`config.mk`:
```
export PLATFORM = sky130hd
export DESIGN_NAME = segcap
export DESIGN_NICKNAME = d
export VERILOG_FILES = /design/src/rtl/segcap.sv
export SDC_FILE = /design/constraint.sdc
export NUM_CORES = 1
export LEC_CHECK = 0
export ABC_AREA = 1
export BUFFER_PORTS_ARGS = -buffer_cell sky130_fd_sc_hd__buf_2
export CAP_MARGIN = 10
export CORE_MARGIN = 4
export CORE_UTILIZATION = 30
export DETAILED_ROUTE_END_ITERATION = 12
export GPL_TIMING_DRIVEN = 0
export PLACE_DENSITY_LB_ADDON = 0.08
export SYNTH_ARGS = -nofsm -noshare
export SYNTH_HDL_FRONTEND = slang
export SYNTH_SLANG_ARGS = --single-unit
```
`constraint.sdc`:
```
create_clock -name clk -period 2 [get_ports clk]
set_input_delay 0.4 -clock clk [delete_from_list [all_inputs] [get_ports clk]]
set_output_delay 0.4 -clock clk [all_outputs]
set_load 0.02 [all_outputs]
```
`src/rtl/segcap.sv`:
```
// rtl/segcap.sv - receive side of the 4-digit multiplexed 7-segment bus; rebuilds the 28-bit digit word.
// Optional SEGCAP_ORDER_CHECK_EN: digits must arrive in order 0,1,2,3.
module segcap #(
    parameter int STABLE_CYCLES = 1
) (
    input  logic        clk,
    input  logic        rst,
    input  logic [6:0]  seg_pins,
    input  logic [3:0]  segen,
    output logic [27:0] seg,
    output logic        frame_valid,
    output logic        seg_err,
    output logic [7:0]  err_cnt,
    output logic [3:0]  digit_seen
);
    localparam logic [3:0] STABLE_N = 4'(STABLE_CYCLES);

    logic [6:0]  s_pins;
    logic [3:0]  s_en;
    logic [3:0]  run_cnt;
    logic        run_done;
    logic [27:0] shadow;

    logic        changed;
    logic        accept;
    logic        legal;
    logic [1:0]  dig;
    logic [3:0]  dig_bit;
    logic [27:0] merged;
    logic        ord_bad;

    logic [27:0] shadow_n;
    logic [27:0] seg_n;
    logic [3:0]  seen_n;
    logic        fv_n;
    logic        err_n;
    logic [7:0]  err_cnt_n;

`ifdef SEGCAP_ORDER_CHECK_EN
    logic [1:0]  exp_idx;
    logic [1:0]  exp_n;
    assign ord_bad = (dig != exp_idx);
`else
    assign ord_bad = 1'b0;
`endif

    assign changed = ({seg_pins, segen} != {s_pins, s_en});
    // run_done blocks a second accept once the counter parks at its saturation value
    assign accept  = (run_cnt == STABLE_N) && !run_done;

    always_ff @(posedge clk) begin
        if (rst) begin
            s_pins   <= '0;
            s_en     <= '0;
            run_cnt  <= '0;
            run_done <= 1'b0;
        end else begin
            s_pins <= seg_pins;
            s_en   <= segen;
            if (changed) begin
                run_cnt  <= 4'd1;
                run_done <= 1'b0;
            end else begin
                if (run_cnt != 4'hF) begin
                    run_cnt <= run_cnt + 4'd1;
                end
                if (accept) begin
                    run_done <= 1'b1;
                end
            end
        end
    end

    always_comb begin
        legal = 1'b1;
        dig   = 2'd0;
        case (s_en)
            4'b1110: dig = 2'd0;
            4'b1101: dig = 2'd1;
            4'b1011: dig = 2'd2;
            4'b0111: dig = 2'd3;
            default: legal = 1'b0;
        endcase
        dig_bit = 4'b0001 << dig;
        merged  = shadow;
        case (dig)
            2'd0:    merged[6:0]   = s_pins;
            2'd1:    merged[13:7]  = s_pins;
            2'd2:    merged[20:14] = s_pins;
            default: merged[27:21] = s_pins;
        endcase
    end

    always_comb begin
        shadow_n = shadow;
        seg_n    = seg;
        seen_n   = digit_seen;
        fv_n     = 1'b0;
        err_n    = 1'b0;
`ifdef SEGCAP_ORDER_CHECK_EN
        exp_n    = exp_idx;
`endif
        // blank samples (all enables high) are idle bus time, not errors
        if (accept && (s_en != 4'hF)) begin
            if (!legal) begin
                err_n  = 1'b1;
                seen_n = 4'b0000;
`ifdef SEGCAP_ORDER_CHECK_EN
                exp_n  = 2'd0;
`endif
            end else if (ord_bad) begin
                err_n  = 1'b1;
                seen_n = 4'b0000;
`ifdef SEGCAP_ORDER_CHECK_EN
                exp_n  = 2'd0;
                if (dig == 2'd0) begin
                    shadow_n = merged;
                    seen_n   = 4'b0001;
                    exp_n    = 2'd1;
                end
`endif
            end else begin
                shadow_n = merged;
`ifdef SEGCAP_ORDER_CHECK_EN
                exp_n    = exp_idx + 2'd1;
`endif
                if ((digit_seen | dig_bit) == 4'hF) begin
                    seg_n  = merged;
                    fv_n   = 1'b1;
                    seen_n = 4'b0000;
                end else begin
                    seen_n = digit_seen | dig_bit;
                end
            end
        end
        err_cnt_n = (err_n && (err_cnt != 8'hFF)) ? err_cnt + 8'd1 : err_cnt;
    end

    always_ff @(posedge clk) begin
        if (rst) begin
            shadow      <= '0;
            seg         <= '0;
            frame_valid <= 1'b0;
            seg_err     <= 1'b0;
            err_cnt     <= '0;
            digit_seen  <= '0;
`ifdef SEGCAP_ORDER_CHECK_EN
            exp_idx     <= '0;
`endif
        end else begin
            shadow      <= shadow_n;
            seg         <= seg_n;
            frame_valid <= fv_n;
            seg_err     <= err_n;
            err_cnt     <= err_cnt_n;
            digit_seen  <= seen_n;
`ifdef SEGCAP_ORDER_CHECK_EN
            exp_idx     <= exp_n;
`endif
        end
    end

endmodule

```
==> impl_metrics.csv <==
group,metric,value,unit
run_status,run_status,"finished clean",
synth,ys_warn_count,0,
finish,synthToLayoutAreaGrowth,19.14,%
power,p_clk_share,43.9,%
finish,n_antenna_cell,0,
detailed_routing,final_antenna_net_count,0,
finish,multi_input_area,0.001862,sq mm
setup_path,startpoint_type,"flip-flop",
floorplan,ios,55,
clock_network,cts_max_path_buffers,2,
synth,synth.avg_cell_area,6.877,sq um
sta,report.final.slew_viol_count,0,
power,combPwrFrac,6.2,%
sta,final-hold-violation-count,0,
synth,ys_ff_latch,86,
power,p_int,2.713,mW
global_routing,grt_max_degree,13,
place,dp_cells,803,
power,p_sw_share,23.31,%
floorplan,die_h,123.1,um
sta,finalSetupTns,0,ns
synth,synth_flop_cell,"dfxtp_1",
sta,slew_headroom,66.44,%
power,p_switching,824.9,uW
finish,nFillCells,1388,
clock_network,cts_buffers,9,
finish,fin_nets,659,
clock_network,path_clk_slew,0.06,ns
setup_path,r2r_start,"run_cnt[1]",
power,pwr-share-seq,49.9,%
finish,drive_gt1_share,16.23,%
place,gp_congestion,0.7841,
synth,synth_seq_area_share,43.31,%
sta,fmax,557.9,MHz
synth,synthCells,578,
clock_network,cts_root_buf,"clkbuf_16",
setup_path,path_cells,"inv_1, ha_1, nand3_1, nor2_2, inv_2, nor2_2, nand4_1, buf_4, buf_2, nand2_1, nand2_1",
synth,synth_edf_count,0,
global_routing,grt_pass1_wl,16870,um
setup_path,critPathMaxStageDelay,0.32,ns
global_routing,grtUsageTotal,14.40,%
setup_path,cp_top_family,"simple AND/OR/NAND/NOR gates",
floorplan,dieWidth,123.1,um
finish,finalNonFillerCells,819,
hold_path,hold_path.class,"primary input to flip-flop",
detailed_routing,drt_first_iter_violations,143,
floorplan,die-area,0.01516,sq mm
floorplan,start_util,31.12,%
setup_path,end_kind,"flip-flop",
floorplan,fp.coreArea,0.01277,sq mm
clock_network,htreeDepth,3,
place,hpwl,7508,um
finish,ff_latch_area,0.001723,sq mm
clock_network,clock_sinks,86,
power,p_leak,2.124,nW
sta,period_minus_slack,1.793,ns
setup_path,criticalPathCategory,"flip-flop to flip-flop",
synth,synthArstFlopShare,0,%
sta,skew,0.006832,ns
sta,post-route-period-util,89.63,%
global_routing,grt_pass1_vias,3448,
clock_network,clkLatencyLatePin,0.34,ns
setup_path,crit_slowest_cell,"dfxtp_1",
detailed_routing,drc,0,
power,power_density,747.1,mW/mm^2
setup_path,critPathMaxFanout,10,
power,irDropWorstVdd,0.0003111,V
hold_path,holdCritStartpoint,"seg_pins[1]",
floorplan,placementRows,41,
sta,rsz0062_at_grt,"true",
detailed_routing,via_per_inst,4.333,
detailed_routing,post_drt_wl_per_cell,12.42,um
global_routing,grt_overflow,0,
sta,setup_viol,0,
detailed_routing,vias,3549,
clock_network,cts_hold_buffers,0,
clock_network,cts_tree,"yes",
synth,syn-cell-area,0.003975,sq mm
place,portBuffers,53,
sta,holdWs,0.2819,ns
setup_path,cp_data_arrival_time,2.03,ns
synth,synth_cell_types,29,
job,cap_violations,0,
detailed_routing,dr.pass1.iters,4,
sta,worstMarginPinSlew,0.5034,ns
detailed_routing,wl,10170,um
setup_path,cp_num_buf_inv,4,
global_routing,antenna_found_initial,0,
setup_path,crit_start,"run_cnt[1]",
synth,synth_nets,594,
setup_path,worstPathRequired,2.24,ns
-- area by class of cell --
class	count	share of cell area, %
clock inverters	1	0.1057
multi-input cells	398	39.31
well taps	172	4.544
flip-flops and latches	86	36.38
inverters	67	5.310
plain buffers	27	3.012
repair buffers	54	5.760
clock buffers	14	5.575
-- registers in the layout (all words and copies together) (netlist names) --
name and flops:
s_en 4, shadow 28, run_cnt 4, run_done 1, frame_valid 1, seg_err 1
s_pins 7, seg 28, digit_seen 4, err_cnt 8
-- timing repair --
item,4_1_cts,5_1_grt
setup endpoints to repair,0,15
setup buffers,0,1
resized for setup,0,2
-- worst register-to-register path, stage by stage, from the launching register on --
cell     delay (ns)
dfxtp_1        0.32
inv_1          0.07
ha_1           0.13
nand3_1        0.12
nor2_2         0.16
inv_2          0.11
nor2_2         0.16
nand4_1        0.15
buf_4          0.17
buf_2          0.17
nand2_1        0.07
nand2_1        0.05
-- power groups by stage --
stage / logic [mW] / registers, mW / clock network (mW)
after detailed placement: 0.223 / 1.80 / 0
after floorplan: 0.142 / 1.80 / 0
after global placement: 0.220 / 1.80 / 0
after CTS: 0.223 / 1.76 / 1.62
after global routing: 0.251 / 1.77 / 1.69
final: 0.219 / 1.76 / 1.55
-- cells in the final DEF (no fill, tap or decap), types with 2 or more instances in the layout --
cell type / n
xor2_1: 5
nand2_1: 130
nand3b_1: 2
o21ai_1: 2
buf_6: 3
xnor2_1: 10
nand2_4: 2
nand3_1: 47
clkbuf_1: 17
nor2_2: 4
dfxtp_1: 85
clkbuf_8: 2
nor2_1: 103
nor3_1: 2
inv_2: 6
buf_4: 4
inv_1: 61
ha_1: 3
clkbuf_16: 9
a21oi_1: 22
nand2_2: 9
nand4_1: 3
o21ai_0: 48
buf_2: 59
-- worst paths after layout --
check               to  slack, ns  depth (start not counted)
min reg2reg   run_done       0.46                          2
max reg2reg    seg[23]       0.21                         11
min          s_pins[1]       0.28                          3
max            seg[23]       0.21                         11
-- through the flow --
step                      setup slack [ns]  util, %  instance area, sq um  power, mW
after floorplan                     0.3646        -                  3975      1.946
after global placement             0.09148    34.88                  4456      2.021
after detailed placement           0.09497    34.88                  4456      2.024
after CTS                          0.06823    36.99                  4725      3.610
after global routing             -0.003584    37.08                  4736      3.703
final                               0.2074    37.08                  4736      3.538
-- cell usage after synthesis (2+ instances only) --
cell type	n	area [sq um]
nand3_1	47	235.2
buf_6	3	33.78
xor2_1	5	43.79
nand2_2	8	50.05
xnor2_1	10	87.58
inv_2	6	22.52
a21oi_1	22	110.1
nand4_1	3	18.77
inv_1	61	229.0
nand2_4	2	22.52
clkbuf_1	14	52.55
nor2_2	4	25.02
dfxtp_1	86	1722
nor2_1	103	386.6
buf_4	3	22.52
buf_2	6	30.03
nand3b_1	2	15.01
nand2_1	131	491.7
nor3_1	2	10.01
ha_1	3	37.54
o21ai_1	2	10.01
o21ai_0	48	240.2
-- per-layer routing --
metal	share of wire (%)	wire length [um]	GRT usage [%]	vias to the layer above
met5	0	0	0	-
met4	2.1	210	6.228	0
met3	3.4	346	2.928	15
met2	45	4560	23.06	57
met1	50	5055	18.84	1548
li1	-	-	-	1929
-- cells by family (layout without fill, tap and decap cells) --
family	count (synthesis)	count (layout)	synth area share [%]
xor gates and xnor gates	15	15	3.305
DFF	86	86	43.31
buffers and inverters	94	163	9.915
muxes	1	1	0.2518
and+or+nand+nor	307	307	33.21
adders and majority gates	3	3	0.9444
AOI/OAI and AO/OA	72	72	9.065
No activity file was read; power rests on OpenSTA's default activity.
